File: config.mk
export PLATFORM = sky130hd
export DESIGN_NAME = qspi_flash_responder_flat
export DESIGN_NICKNAME = d
export VERILOG_FILES = /design/src/rtl/qspi_flash_responder_if.sv /design/src/rtl/qspi_flash_responder.sv /design/src/flat_wrapper.sv
export SDC_FILE = /design/constraint.sdc
export NUM_CORES = 1
export LEC_CHECK = 0
export ABC_AREA = 1
export CORE_MARGIN = 1.5
export CORE_UTILIZATION = 63
export DETAILED_ROUTE_END_ITERATION = 16
export HOLD_SLACK_MARGIN = 0.02
export MAX_ROUTING_LAYER = met4
export PLACE_DENSITY = 0.86
export SLEW_MARGIN = 20
export SYNTH_ARGS = -nofsm -noshare
export SYNTH_HDL_FRONTEND = slang
export SYNTH_SLANG_ARGS = --single-unit
File: constraint.sdc
create_clock -name clk -period 2.5 [get_ports clk]
set_input_delay 0.375 -clock clk [delete_from_list [all_inputs] [get_ports clk]]
set_output_delay 0.375 -clock clk [all_outputs]
set_load 0.005 [all_outputs]
File: src/rtl/qspi_flash_responder_if.sv
// rtl/qspi_flash_responder_if.sv - QSPI bus between quad-read master and flash responder
interface qspi_flash_responder_if;
    logic       sck;
    logic       ce_n;
    logic [3:0] din;
    logic [3:0] dout;
    logic       douten;

    modport master (
        output sck,
        output ce_n,
        output din,
        input  dout,
        input  douten
    );

    modport slave (
        input  sck,
        input  ce_n,
        input  din,
        output dout,
        output douten
    );
endinterface

File: src/rtl/qspi_flash_responder.sv
// rtl/qspi_flash_responder.sv - QSPI flash responder: EBh quad I/O read with continuous mode, 66h/99h reset
module qspi_flash_responder #(
    parameter int ADDR_W       = 24,
    parameter int RST_RECOVERY = 16
) (
    input  logic                  clk,
    input  logic                  rst,
    qspi_flash_responder_if.slave bus,
    output logic [ADDR_W-1:0]     mem_addr,
    output logic                  mem_rd,
    input  logic [7:0]            mem_rdata,
    output logic                  cont_mode,
    output logic                  busy
);
    localparam int RC_W = $clog2(RST_RECOVERY) + 1;

    typedef enum logic [2:0] {
        ST_IDLE, ST_CMD, ST_ADDR, ST_MODE, ST_DUMMY, ST_DATA, ST_SINK, ST_RECOVER
    } state_t;

    state_t            state_q, state_d;
    logic              sck_q, sck_d;
    logic [2:0]        cnt_q, cnt_d;
    logic [RC_W-1:0]   rcnt_q, rcnt_d;
    logic [6:0]        cmd_q, cmd_d;
    logic [1:0]        mode_q, mode_d;
    logic [23:0]       addr_q, addr_d;
    logic [7:0]        sh_q, sh_d;
    logic [7:0]        next_q, next_d;
    logic              phase_q, phase_d;
    logic              rst_en_q, rst_en_d;
    logic              rd_pend_q, rd_pend_d;
    logic [3:0]        dout_q, dout_d;
    logic              douten_q, douten_d;
    logic [ADDR_W-1:0] mem_addr_q, mem_addr_d;
    logic              mem_rd_q, mem_rd_d;
    logic              cont_mode_q, cont_mode_d;
    logic              busy_q, busy_d;
    logic              rise, fall;
    logic [7:0]        cmd_w;

    assign rise = bus.sck & ~sck_q;
    assign fall = ~bus.sck & sck_q;

    always_comb begin
        state_d     = state_q;
        sck_d       = bus.sck;
        cnt_d       = cnt_q;
        rcnt_d      = rcnt_q;
        cmd_d       = cmd_q;
        mode_d      = mode_q;
        addr_d      = addr_q;
        sh_d        = sh_q;
        phase_d     = phase_q;
        rst_en_d    = rst_en_q;
        dout_d      = dout_q;
        douten_d    = douten_q;
        mem_addr_d  = mem_addr_q;
        mem_rd_d    = 1'b0;
        cont_mode_d = cont_mode_q;
        busy_d      = busy_q;
        rd_pend_d   = mem_rd_q;
        // Forward the returning byte so a fall landing on the capture clk still sees it
        next_d      = rd_pend_q ? mem_rdata : next_q;
        cmd_w       = {cmd_q, bus.din[0]};

        if (state_q == ST_RECOVER) begin
            busy_d      = 1'b1;
            cont_mode_d = 1'b0;
            douten_d    = 1'b0;
            dout_d      = 4'h0;
            if (rcnt_q == RC_W'(RST_RECOVERY - 1)) begin
                state_d = ST_IDLE;
                busy_d  = 1'b0;
                rcnt_d  = '0;
            end else begin
                rcnt_d = rcnt_q + 1'b1;
            end
        end else if (bus.ce_n) begin
            state_d  = ST_IDLE;
            cnt_d    = 3'd0;
            phase_d  = 1'b0;
            douten_d = 1'b0;
            dout_d   = 4'h0;
        end else begin
            case (state_q)
                ST_IDLE: if (rise) begin
                    cnt_d = 3'd1;
                    if (cont_mode_q) begin
                        state_d = ST_ADDR;
                        addr_d  = {20'h0, bus.din};
                    end else begin
                        state_d = ST_CMD;
                        cmd_d   = {6'h0, bus.din[0]};
                    end
                end
                ST_CMD: if (rise) begin
                    cmd_d = cmd_w[6:0];
                    cnt_d = cnt_q + 3'd1;
                    if (cnt_q == 3'd7) begin
                        cnt_d    = 3'd0;
                        rst_en_d = 1'b0;
                        state_d  = ST_SINK;
                        case (cmd_w)
                            8'hEB: state_d = ST_ADDR;
                            8'h66: rst_en_d = 1'b1;
                            8'h99: if (rst_en_q) begin
                                state_d     = ST_RECOVER;
                                busy_d      = 1'b1;
                                cont_mode_d = 1'b0;
                                rcnt_d      = '0;
                            end
                            default: ;
                        endcase
                    end
                end
                ST_ADDR: if (rise) begin
                    addr_d = {addr_q[19:0], bus.din};
                    cnt_d  = cnt_q + 3'd1;
                    if (cnt_q == 3'd5) begin
                        cnt_d      = 3'd0;
                        state_d    = ST_MODE;
                        mem_addr_d = ADDR_W'(addr_d);
                        mem_rd_d   = 1'b1;
                    end
                end
                ST_MODE: if (rise) begin
                    cnt_d = cnt_q + 3'd1;
                    if (cnt_q == 3'd0) begin
                        mode_d = bus.din[1:0];
                    end else begin
                        cnt_d       = 3'd0;
                        state_d     = ST_DUMMY;
                        cont_mode_d = (mode_q == 2'b10);
                    end
                end
                ST_DUMMY: if (rise) begin
                    cnt_d = cnt_q + 3'd1;
                    if (cnt_q == 3'd3) begin
                        cnt_d   = 3'd0;
                        state_d = ST_DATA;
                        phase_d = 1'b0;
                        sh_d    = next_d;
                    end
                end
                ST_DATA: if (fall) begin
                    douten_d = 1'b1;
                    if (!phase_q) begin
                        dout_d     = sh_q[7:4];
                        addr_d     = addr_q + 24'd1;
                        mem_addr_d = ADDR_W'(addr_d);
                        mem_rd_d   = 1'b1;
                        phase_d    = 1'b1;
                    end else begin
                        dout_d  = sh_q[3:0];
                        sh_d    = next_d;
                        phase_d = 1'b0;
                    end
                end
                ST_SINK: begin
                    douten_d = 1'b0;
                    dout_d   = 4'h0;
                end
                default: state_d = ST_IDLE;
            endcase
        end
    end

    always_ff @(posedge clk) begin
        if (rst) begin
            state_q     <= ST_IDLE;
            sck_q       <= 1'b0;
            cnt_q       <= 3'd0;
            rcnt_q      <= '0;
            cmd_q       <= 7'h0;
            mode_q      <= 2'b00;
            addr_q      <= 24'h0;
            sh_q        <= 8'h0;
            next_q      <= 8'h0;
            phase_q     <= 1'b0;
            rst_en_q    <= 1'b0;
            rd_pend_q   <= 1'b0;
            dout_q      <= 4'h0;
            douten_q    <= 1'b0;
            mem_addr_q  <= '0;
            mem_rd_q    <= 1'b0;
            cont_mode_q <= 1'b0;
            busy_q      <= 1'b0;
        end else begin
            state_q     <= state_d;
            sck_q       <= sck_d;
            cnt_q       <= cnt_d;
            rcnt_q      <= rcnt_d;
            cmd_q       <= cmd_d;
            mode_q      <= mode_d;
            addr_q      <= addr_d;
            sh_q        <= sh_d;
            next_q      <= next_d;
            phase_q     <= phase_d;
            rst_en_q    <= rst_en_d;
            rd_pend_q   <= rd_pend_d;
            dout_q      <= dout_d;
            douten_q    <= douten_d;
            mem_addr_q  <= mem_addr_d;
            mem_rd_q    <= mem_rd_d;
            cont_mode_q <= cont_mode_d;
            busy_q      <= busy_d;
        end
    end

    assign bus.dout   = dout_q;
    assign bus.douten = douten_q;
    assign mem_addr   = mem_addr_q;
    assign mem_rd     = mem_rd_q;
    assign cont_mode  = cont_mode_q;
    assign busy       = busy_q;
endmodule

File: src/flat_wrapper.sv
// flat-port wrapper written by rule: the top's interface ports become plain ports
module qspi_flash_responder_flat 
#(
    parameter int ADDR_W       = 24,
    parameter int RST_RECOVERY = 16
)
  (clk, rst, mem_addr, mem_rd, mem_rdata, cont_mode, busy, bus_sck, bus_ce_n, bus_din, bus_dout, bus_douten);
  qspi_flash_responder_if bus_i ();
  input  logic clk;
  input  logic rst;
  output logic [ADDR_W-1:0] mem_addr;
  output logic mem_rd;
  input  logic [7:0] mem_rdata;
  output logic cont_mode;
  output logic busy;
  input wire logic [$bits(bus_i.sck)-1:0] bus_sck;
  input wire logic [$bits(bus_i.ce_n)-1:0] bus_ce_n;
  input wire logic [$bits(bus_i.din)-1:0] bus_din;
  output wire logic [$bits(bus_i.dout)-1:0] bus_dout;
  output wire logic [$bits(bus_i.douten)-1:0] bus_douten;
  assign bus_i.sck = bus_sck;
  assign bus_i.ce_n = bus_ce_n;
  assign bus_i.din = bus_din;
  assign bus_dout = bus_i.dout;
  assign bus_douten = bus_i.douten;
  qspi_flash_responder #(.ADDR_W(ADDR_W), .RST_RECOVERY(RST_RECOVERY)) u_core (.clk(clk), .rst(rst), .bus(bus_i), .mem_addr(mem_addr), .mem_rd(mem_rd), .mem_rdata(mem_rdata), .cont_mode(cont_mode), .busy(busy));
endmodule
Yosys cells after proc, flatten, opt, wreduce, memory -nomap -nowiden:

Index checks and enable logic that the tools add are counted.

* register bits after elaboration: 96
* input port bits: 16
* output and inout port bits: 32
* logic and storage cells: 192

* $add $sub $neg: 3
* equal/unequal tests: 50
* muxes and demuxes: 85
* bitwise logic cells: 6
* reduce and logical (&&, ||, !) cells: 30

Operators by type and width (count)
* two-way mux 24 bit: 7
* one-hot mux 24 bit (3 select lines): 1
* two-way mux 3 bit: 22
* one-hot mux 24 bit (2 select lines): 1
* two-way mux 5 bit: 8
* two-way mux 8 bit: 5
* != test 4 x 2 -> 1 bit, second input constant: 8
* != test 2 x 1 -> 1 bit, second input constant: 14
* two-way mux 1 bit: 25
* adder 24 x 1 -> 24 bit, second input constant: 1
* two-way mux 7 bit: 3
* != test 3 x 2 -> 1 bit, second input constant: 7
* AND reduction 7 bit: 3
* nonzero test 2 bit: 10
* == test 3 bit, second input constant: 6
* one-hot mux 3 bit (6 select lines): 1
* == test 8 bit, second input constant: 2
* one-hot mux 8 bit (2 select lines): 1
* AND reduction 8 bit: 2
* one-hot mux 3 bit (5 select lines): 1
* AND reduction 5 bit: 3
* one-hot mux 7 bit (2 select lines): 1
* AND reduction 6 bit: 2
* AND reduction 11 bit: 1
* 23 further kinds: 39

Longest topological paths before layout:

Gate-level depths: netlist of the first run.

* depth after elaboration: 7
* mapped depth: 12
* mapped depth without buffers: 12

Worst setup path before layout of the first run:

Ideal clock, no wire load.

* path kind: register to register
* start point: register u_core.cnt_q[0]
* end point: register u_core.sh_q[6]
* setup time: 0.117 ns
* data arrival time: 1.432 ns
* data required time: 2.383 ns
* setup slack: 0.951 ns
* stages on the path, launching flop included: 9
* path buffers: 1
* clock period less this slack: 1.549 ns
* path through: dfxtp_1 > ha_1 > ha_1 > inv_1 > nand3_1 > nand4_1 > buf_4 > o21ai_1 > a21oi_1

* word-level cells in the longest chain between the ends: 3

Ends and longest elaborated chain
* start, declared: line qspi_flash_responder.sv:23 `logic [2:0] cnt_q, cnt_d;`
* start signal, assigned: line qspi_flash_responder.sv:192 `cnt_q <= cnt_d;`
* == test 3 x 2 -> 1 bit: line qspi_flash_responder.sv:139 `if (cnt_q == 3'd3) begin`
* != test 2 x 1 -> 1 bit (no line)
* AND reduction 7 bit (no line)
* end signal, assigned: line qspi_flash_responder.sv:178 `sh_q <= 8'h0;`
* end signal, assigned: line qspi_flash_responder.sv:197 `sh_q <= sh_d;`
* end, declared: line qspi_flash_responder.sv:28 `logic [7:0] sh_q, sh_d;`

Every way passes these cells.
A chain may end at the register's enable or synchronous reset.

Final worst setup path of the first run:

* start point: register u_core.state_q[0]
* end point: register u_core.addr_q[6]

* word-level cells in the longest chain between the ends: 3
* elaborated cells between the ends (all ways): 13
* classes of those cells: eq/ne (8); mux (1); bitwise (1); reduce/logical (3)

Ends and longest elaborated chain
* start, declared: line qspi_flash_responder.sv:21 `state_t state_q, state_d;`
* start signal, assigned: line qspi_flash_responder.sv:190 `state_q <= state_d;`
* == test 3 bit, or another cell as far along: line qspi_flash_responder.sv:86 `case (state_q)`
* != test 2 bit (no line), or another cell as far along
* AND reduction 8 bit (no line)
* end signal, assigned: line qspi_flash_responder.sv:196 `addr_q <= addr_d;`
* end, declared: line qspi_flash_responder.sv:27 `logic [23:0] addr_q, addr_d;`

Parallel ways exist; a longest one is shown, timed or not.

==> results.sh, run 1 <==
export IMPL_status="complete, no violations"
export IMPL_power_per_cell_area_nw_per_um2=689
export IMPL_gr_usage_all_layers=0.333
export IMPL_gpl_final_weighted_congestion=0.980
export IMPL_place_hpwl_microns=10000
export IMPL_finalMaxSlewViolations=0
export IMPL_timing_final_crit_share=0.836
export IMPL_drt_vias_per_instance=5.54
export IMPL_clock_fmax_mhz=478
export IMPL_path_max_fanout=34
export IMPL_worstPathRequired_ps=2800
export IMPL_cts_max_level=3
export IMPL_grt_ovfl_total=0
export IMPL_syn_avg_cell_area_sq_um=6.28
export IMPL_netlist_area_leader_share=0.355
export IMPL_io_pins=48
export IMPL_setup_viol=0
export IMPL_final_antenna_net_count=0
export IMPL_synthDistinctLibCells=35
export IMPL_placement_rows=33
export IMPL_power_static_leakage_uw=0.00264
export IMPL_area_growth_synth_to_final_pct=13.3
export IMPL_critical_path_endpoint_type="flop"
export IMPL_drt_wl_total_microns=14000
export IMPL_core_box_area_sq_um=8260
export IMPL_cts_repair_resize_count=0
export IMPL_remaining_drc_errors=0
export IMPL_pin_count_of_the_biggest_net_entering_global_routing=61
export IMPL_cts_sink_count=96
export IMPL_wl_per_cell_microns=13.9
export IMPL_rsz0062_at_grt="false"
export IMPL_cp_startpoint="u_core.state_q[0]$_SDFFE_PP0P_"
export IMPL_synth_top_cells_by_area="sky130_fd_sc_hd__dfxtp_1 (36%), sky130_fd_sc_hd__nand2_1 (15%), sky130_fd_sc_hd__nor2_1 (12%)"
export IMPL_clkSlewWorstSetupHoldPaths_ps=100
export IMPL_setup_worst_path_class="reg -> reg"
export IMPL_syn_area_sq_um=5410
export IMPL_clk_path_buf_depth=2
export IMPL_port_buffers=47
export IMPL_crit_chain="inv_2, nor2_1, nand2_1, nand2_1, inv_2, o21ai_4, nand2_4, inv_2, nand2_1, a21oi_1"
export IMPL_worst_path_largest_cell_delay_ps=550
export IMPL_hold_path_class="reg -> reg"
export IMPL_synth_ff_latch_count=96
export IMPL_drv_max_cap_violation_count=0
export IMPL_synth_sequential_area_ratio=0.355
export IMPL_r2r_start="u_core.state_q[0]$_SDFFE_PP0P_"
export IMPL_clock_root_buffer="sky130_fd_sc_hd__clkbuf_8"
export IMPL_post_route_cells_drive_above_1_share=0.0740
export IMPL_initialDrtViolationCount=483
export IMPL_synth_nets=886
export IMPL_die_height_microns=95.7
export IMPL_synth_warnings=0
export IMPL_cts_tree="built"
export IMPL_firstDrtPassIters=6
export IMPL_worst_slew_pin_slew_ps=607
export IMPL_period_needed_ps=2090
export IMPL_synth_area_leader_cell="sky130_fd_sc_hd__dfxtp_1"
export IMPL_antenna_diode_count=0
export IMPL_critical_path_n_buffers_inverters=3
export IMPL_grt_pass1_vias=5180
export IMPL_post_cts_hold_fix_bufs=0
export IMPL_largest_clock_skew_in_the_final_design_ps=12.7
export IMPL_worst_ir_drop_vdd_mv=0.376
export IMPL_placed_cell_area_sq_um=5920
export IMPL_initial_antenna_violation_count=0
export IMPL_finalHoldViolations=0
export IMPL_global_route_wire_length_before_repair_microns=23300
export IMPL_slew_headroom=0.595
export IMPL_routed_via_count=5593
export IMPL_initial_cell_density_of_the_core=0.655
export IMPL_totalPowerFinal_uw=4220
export IMPL_crit_family="simple AND/OR/NAND/NOR gates"
export IMPL_totalNegativeSetupSlack_ps=0
export IMPL_post_route_cell_area_sq_um=6130
export IMPL_crit_arrival_ps=2390
export IMPL_post_synth_inst_count=862
export IMPL_die_x_microns=95.7
export IMPL_cts_post_setup_buffers_inserted=0
export IMPL_design_final_nets=924
export IMPL_critPathLaunchType="flop"
export IMPL_die_outline_area_sq_um=9150
export IMPL_cts_inserted_buffers=9
export IMPL_insertion_delay_ps=370
export IMPL_hold_path_startpoint="u_core.mem_rd$_SDFF_PP0_"
export IMPL_slowest_stage="sky130_fd_sc_hd__dfxtp_1"
worst register-to-register path, delay by kind of cell (launching register included):
| kind | cells | cell delay [ps] |
|---|---|---|
| and+or+nand+nor | 5 | 820 |
| DFF | 1 | 550 |
| buffers and inverters | 3 | 420 |
| AOI/OAI and AO/OA | 2 | 240 |
through the flow:
| step | hold WS [ps] | setup WS (ps) | util | std cells |
|---|---|---|---|---|
| after floorplan | 420 | 951 | - | 862 |
| after global placement | 406 | 298 | 0.717 | 994 |
| after detailed placement | 423 | 239 | 0.717 | 994 |
| after CTS | 433 | 440 | 0.742 | 1010 |
| after global routing | 460 | 264 | 0.742 | 1010 |
| final | 445 | 410 | 0.742 | 1010 |
sequential cells by signal (all words and copies together), names as in the netlist:
signal	flops
u_core.addr_q	24
u_core.bus.dout	4
u_core.bus.douten	1
u_core.busy	1
u_core.cmd_q	7
u_core.cnt_q	3
u_core.cont_mode	1
u_core.mem_addr	24
u_core.mem_rd	1
u_core.mode_q	2
u_core.next_q	8
u_core.phase_q	1
u_core.rcnt_q	5
u_core.rd_pend_q	1
u_core.rst_en_q	1
u_core.sck_q	1
u_core.sh_q	8
u_core.state_q	3
area by class of cell:
cell class              instances  area, sq um
repair buffers                 58          553
clock buffers                   9          124
fillers                       729         2130
flip-flops and latches         96         1920
clock inverters                 7         86.3
multi-input cells             642         2950
inverters                      93          357
well taps                     105          131
cells in the mapped netlist:
cell	number
sky130_fd_sc_hd__dfxtp_1	96
sky130_fd_sc_hd__buf_6	5
sky130_fd_sc_hd__mux2i_1	4
sky130_fd_sc_hd__inv_1	81
sky130_fd_sc_hd__buf_1	3
sky130_fd_sc_hd__ha_1	8
sky130_fd_sc_hd__o21ai_2	2
sky130_fd_sc_hd__o21ai_0	57
sky130_fd_sc_hd__nand3_2	2
sky130_fd_sc_hd__xor2_1	1
sky130_fd_sc_hd__buf_4	4
sky130_fd_sc_hd__xnor2_1	2
sky130_fd_sc_hd__clkinv_1	1
sky130_fd_sc_hd__nor3_1	9
sky130_fd_sc_hd__buf_2	7
sky130_fd_sc_hd__a21oi_2	8
sky130_fd_sc_hd__clkbuf_1	12
sky130_fd_sc_hd__or2_1	5
sky130_fd_sc_hd__nand2_2	6
sky130_fd_sc_hd__nand2_1	212
sky130_fd_sc_hd__a21oi_1	54
sky130_fd_sc_hd__o21ai_1	25
sky130_fd_sc_hd__inv_4	3
sky130_fd_sc_hd__nor2_4	3
sky130_fd_sc_hd__o2111ai_1	1
sky130_fd_sc_hd__inv_2	8
sky130_fd_sc_hd__a21boi_0	1
sky130_fd_sc_hd__a211oi_1	1
sky130_fd_sc_hd__nor2_1	171
sky130_fd_sc_hd__nand3_1	55
sky130_fd_sc_hd__nor2_2	5
sky130_fd_sc_hd__nand4_2	1
sky130_fd_sc_hd__nand2_4	1
sky130_fd_sc_hd__o21ai_4	1
sky130_fd_sc_hd__nand4_1	7
layout by cell type (no fill, tap or decap), drive strengths merged:
| cell type | instances |
|---|---|
| buf | 11 |
| a21oi | 62 |
| nand4 | 8 |
| or2 | 5 |
| nor2 | 179 |
| nor3 | 9 |
| clkinv | 3 |
| clkinvlp | 1 |
| nand2 | 219 |
| clkbuf | 9 |
| a211oi | 1 |
| inv | 95 |
| o2111ai | 1 |
| mux2i | 4 |
| ha | 8 |
| o21ai | 85 |
| nand3 | 57 |
| xor2 | 1 |
| bufinv | 1 |
| a21boi | 1 |
| dfxtp | 96 |
| xnor2 | 2 |
| clkdlybuf4s50 | 47 |
cell families (layout without fill, tap and decap cells):
| logic type | count (synthesis) | after routing | share of synthesized area |
|---|---|---|---|
| muxes | 4 | 4 | 0.00740 |
| and+or+nand+nor | 477 | 477 | 0.366 |
| buffers and inverters | 124 | 167 | 0.0987 |
| AOI/OAI and AO/OA | 150 | 150 | 0.149 |
| xor gates and xnor gates | 3 | 3 | 0.00486 |
| adders and majority gates | 8 | 8 | 0.0185 |
| DFF | 96 | 96 | 0.355 |
where the power goes:
part	total, uW	switching, uW	internal, uW
registers	1880	190	1690
clock network	1090	605	484
logic	1260	819	437
total	4220	1610	2610
layer usage:
| metal | vias up | global-route usage | share of wire |
|---|---|---|---|
| met5 | - | - | 0 |
| met4 | 0 | 0.124 | 0.023 |
| met3 | 36 | 0.0558 | 0.072 |
| met2 | 238 | 0.543 | 0.47 |
| met1 | 2511 | 0.411 | 0.44 |
| li1 | 2808 | - | - |
final timing paths:
check | end | slack [ps] | cells past startpoint
worst max-delay path | u_core.addr_q[6]$_SDFFE_PP0P_ | 410 | 10
worst min-delay path | u_core.rd_pend_q$_SDFF_PP0_ | 440 | 2
worst max register to register | u_core.addr_q[6]$_SDFFE_PP0P_ | 410 | 10
worst min register to register | u_core.rd_pend_q$_SDFF_PP0_ | 440 | 2
(Power assumes the default switching activity.)
==> inputs of run 2 (changes only) <==
--- a/config.mk
+++ b/config.mk
@@ -7,11 +7,11 @@
 export LEC_CHECK = 0
 export ABC_AREA = 1
 export CORE_MARGIN = 1.5
-export CORE_UTILIZATION = 63
+export CORE_UTILIZATION = 58
 export DETAILED_ROUTE_END_ITERATION = 16
 export HOLD_SLACK_MARGIN = 0.02
 export MAX_ROUTING_LAYER = met4
-export PLACE_DENSITY = 0.86
+export PLACE_DENSITY = 0.8
 export SLEW_MARGIN = 20
 export SYNTH_ARGS = -nofsm -noshare
 export SYNTH_HDL_FRONTEND = slang
==> constraint.sdc (replaced) <==
create_clock -name clk -period 1.95 [get_ports clk]
set_input_delay 0.2925 -clock clk [delete_from_list [all_inputs] [get_ports clk]]
set_output_delay 0.2925 -clock clk [all_outputs]
set_load 0.005 [all_outputs]
==> run 2 against run 1 <==
- cell area increased by 3.6%
- combinational power rose by 41%
- total power up 30%
- maximum frequency increased by 15%
- critical path depth down 1
- utilization fell by 4.9 points
- clock skew barely moved
- first-iteration DRC count fell by 18%
- clock power up 19%
- via count increased by 1.7%
- sequential power is 27% higher
- critical path type unchanged
- critical endpoint is now u_core.addr_q[14]$_SDFFE_PP0P_
- highest routed layer unchanged
==> results.sh, run 2 (same netlist as run 1, synthesis figures left out) <==
export IMPL_status="complete, no violations"
export IMPL_placement_rows=35
export IMPL_insertion_delay_ps=380
export IMPL_clkSlewWorstSetupHoldPaths_ps=110
export IMPL_area_growth_synth_to_final_pct=17.3
export IMPL_clk_path_buf_depth=2
export IMPL_rsz0062_at_grt="false"
export IMPL_mostFrequentLayoutCell="sky130_fd_sc_hd__nand2_1"
export IMPL_remaining_drc_errors=0
export IMPL_place_hpwl_microns=11000
export IMPL_antenna_diode_count=0
export IMPL_post_cts_hold_fix_bufs=0
export IMPL_critical_path_endpoint_type="flop"
export IMPL_firstDrtPassIters=5
export IMPL_io_pins=48
export IMPL_worst_slew_pin_slew_ps=507
export IMPL_worstPathRequired_ps=2260
export IMPL_largest_clock_skew_in_the_final_design_ps=12.5
export IMPL_final_antenna_net_count=0
export IMPL_cts_tree="built"
export IMPL_port_buffers=47
export IMPL_worst_path_largest_cell_delay_ps=410
export IMPL_initialDrtViolationCount=398
export IMPL_cts_max_level=3
export IMPL_slew_headroom=0.662
export IMPL_global_route_wire_length_before_repair_microns=24400
export IMPL_r2r_start="u_core.addr_q[1]$_SDFFE_PP0P_"
export IMPL_rr_endpoint="u_core.addr_q[14]$_SDFFE_PP0P_"
export IMPL_cts_sink_count=96
export IMPL_clock_fmax_mhz=550
export IMPL_grt_pass1_vias=5116
export IMPL_setup_worst_path_class="reg -> reg"
export IMPL_reg2reg_depth=9
export IMPL_clock_root_buffer="sky130_fd_sc_hd__clkbuf_8"
export IMPL_initial_cell_density_of_the_core=0.591
export IMPL_critPathLaunchType="flop"
export IMPL_r2r_slack_ps=130
export IMPL_pin_count_of_the_biggest_net_entering_global_routing=53
export IMPL_cts_inserted_buffers=9
export IMPL_setup_slack_after_layout_ps=130
export IMPL_worst_ir_drop_vdd_mv=0.552
export IMPL_pre_cts_setup_slack_ps=-83.9
export IMPL_setup_viol=0
export IMPL_gpl_final_weighted_congestion=1.00
export IMPL_final_fill_count=842
export IMPL_gr_usage_all_layers=0.318
export IMPL_critical_path_n_buffers_inverters=1
export IMPL_power_per_cell_area_nw_per_um2=863
export IMPL_area_sequential_sq_um=1930
export IMPL_routed_via_count=5690
export IMPL_path_max_fanout=5
export IMPL_wl_per_cell_microns=14.0
export IMPL_crit_family="simple AND/OR/NAND/NOR gates"
export IMPL_timing_final_crit_share=0.933
export IMPL_grt_ovfl_total=0
export IMPL_finalMaxSlewViolations=0
export IMPL_crit_arrival_ps=2130
export IMPL_core_box_area_sq_um=9150
export IMPL_hold_path_class="reg -> reg"
export IMPL_crit_chain="ha_1, nand3_1, nor2_1, nand3_1, inv_1, o21ai_0, nor2_1, nor2_1, nor2_1"
export IMPL_fin_worst_hold_slack_ps=447
export IMPL_die_outline_area_sq_um=9920
export IMPL_final_cell_mix="sky130_fd_sc_hd__nand2_1 (212), sky130_fd_sc_hd__nor2_1 (171), sky130_fd_sc_hd__dfxtp_1 (93), sky130_fd_sc_hd__inv_1 (81), sky130_fd_sc_hd__o21ai_0 (56)"
export IMPL_path_common_cell="sky130_fd_sc_hd__nor2_1"
export IMPL_drt_wl_total_microns=14600
export IMPL_post_route_cells_drive_above_1_share=0.103
export IMPL_drt_vias_per_instance=5.46
export IMPL_totalPowerFinal_uw=5480
export IMPL_die_height_microns=99.6
export IMPL_hold_path_cell_count=2
export IMPL_power_static_leakage_uw=0.00278
export IMPL_design_final_nets=950
export IMPL_drv_max_cap_violation_count=0
export IMPL_endpoint_of_the_worst_hold_timing_path="u_core.rd_pend_q$_SDFF_PP0_"
export IMPL_period_needed_ps=1820
export IMPL_initial_antenna_violation_count=0
export IMPL_slowest_stage="sky130_fd_sc_hd__dfxtp_1"
export IMPL_finalHoldViolations=0
export IMPL_die_x_microns=99.6
export IMPL_multi_input_area_sq_um=2950
export IMPL_hold_path_startpoint="u_core.mem_rd$_SDFF_PP0_"
==> run 2: cell types whose count changed in the layout (fill, tap and decap cells not counted) <==
cell / previous run / this run
sky130_fd_sc_hd__inv_6: 1 / 2
sky130_fd_sc_hd__buf_12: 0 / 2
sky130_fd_sc_hd__dfxtp_2: 0 / 3
sky130_fd_sc_hd__clkinv_8: 0 / 1
sky130_fd_sc_hd__o21ai_0: 57 / 56
sky130_fd_sc_hd__o21ai_1: 25 / 26
sky130_fd_sc_hd__buf_4: 11 / 35
sky130_fd_sc_hd__dfxtp_1: 96 / 93
sky130_fd_sc_hd__clkinvlp_4: 1 / 0
sky130_fd_sc_hd__bufinv_16: 1 / 0
==> run 2: through the flow <==
step | TNS (ps) | cells | utilization | instance area, sq um
6_report | 0 | 1042 | 0.693 | 6350
5_1_grt | 0 | 1042 | 0.693 | 6350
4_1_cts | 0 | 1042 | 0.693 | 6340
3_5_place_dp | -1170 | 1026 | 0.671 | 6140
3_3_place_gp | -363 | 1026 | 0.671 | 6140
2_1_floorplan | 0 | 862 | - | 5410
==> run 2: power by group <==
part           switching [uW]  leakage, uW  internal (uW)  total (uW)
Combinational            1120      0.00190            663        1780
Sequential                224     0.000778           2170        2390
Clock                     795     0.000101            506        1300
Total                    2140      0.00278           3340        5480
==> run 2: cell type report <==
| class | count | area share |
|---|---|---|
| Clock inverter | 7 | 0.0116 |
| Timing Repair Buffer | 84 | 0.122 |
| Tap cell | 111 | 0.0219 |
| Clock buffer | 9 | 0.0195 |
| Multi-Input combinational cell | 642 | 0.465 |
| Inverter | 93 | 0.0562 |
| Sequential cell | 96 | 0.303 |
==> run 2: worst reg2reg max path, stage by stage, from the launching register on <==
cell	delay (ps)
sky130_fd_sc_hd__dfxtp_1	410
sky130_fd_sc_hd__ha_1	210
sky130_fd_sc_hd__nand3_1	100
sky130_fd_sc_hd__nor2_1	140
sky130_fd_sc_hd__nand3_1	180
sky130_fd_sc_hd__inv_1	120
sky130_fd_sc_hd__o21ai_0	80
sky130_fd_sc_hd__nor2_1	310
sky130_fd_sc_hd__nor2_1	80
sky130_fd_sc_hd__nor2_1	120
==> run 2: how the worst max path moves through the flow <==
| stage | from | end | slack (ps) | depth (start not counted) |
|---|---|---|---|---|
| after floorplan | u_core.cnt_q[0]$_SDFFE_PP0P_ | u_core.sh_q[6]$_SDFFE_PP0P_ | 400 | 8 |
| after global routing | u_core.addr_q[1]$_SDFFE_PP0P_ | u_core.mem_addr[14]$_SDFFE_PP0P_ | 2 | 9 |
| final | u_core.addr_q[1]$_SDFFE_PP0P_ | u_core.addr_q[14]$_SDFFE_PP0P_ | 130 | 9 |
| after CTS | u_core.state_q[1]$_SDFFE_PP0P_ | u_core.mem_addr[23]$_SDFFE_PP0P_ | 90 | 7 |
| after global placement | bus_sck | u_core.mem_addr[1]$_SDFFE_PP0P_ | -50 | 9 |
| after detailed placement | bus_sck | u_core.mem_addr[23]$_SDFFE_PP0P_ | -80 | 9 |
==> run 2: routing by layer <==
layer / global-route usage / routed length, microns
met1: 0.438 / 6850
met2: 0.482 / 6520
met3: 0.0499 / 1060
met4: 0.0964 / 217
met5: - / 0
==> run 2: repair_timing <==
action / CTS / global route
gates resized for setup: 0 / 4
buffers inserted: 0 / 0
endpoints found under the setup margin: 0 / 22
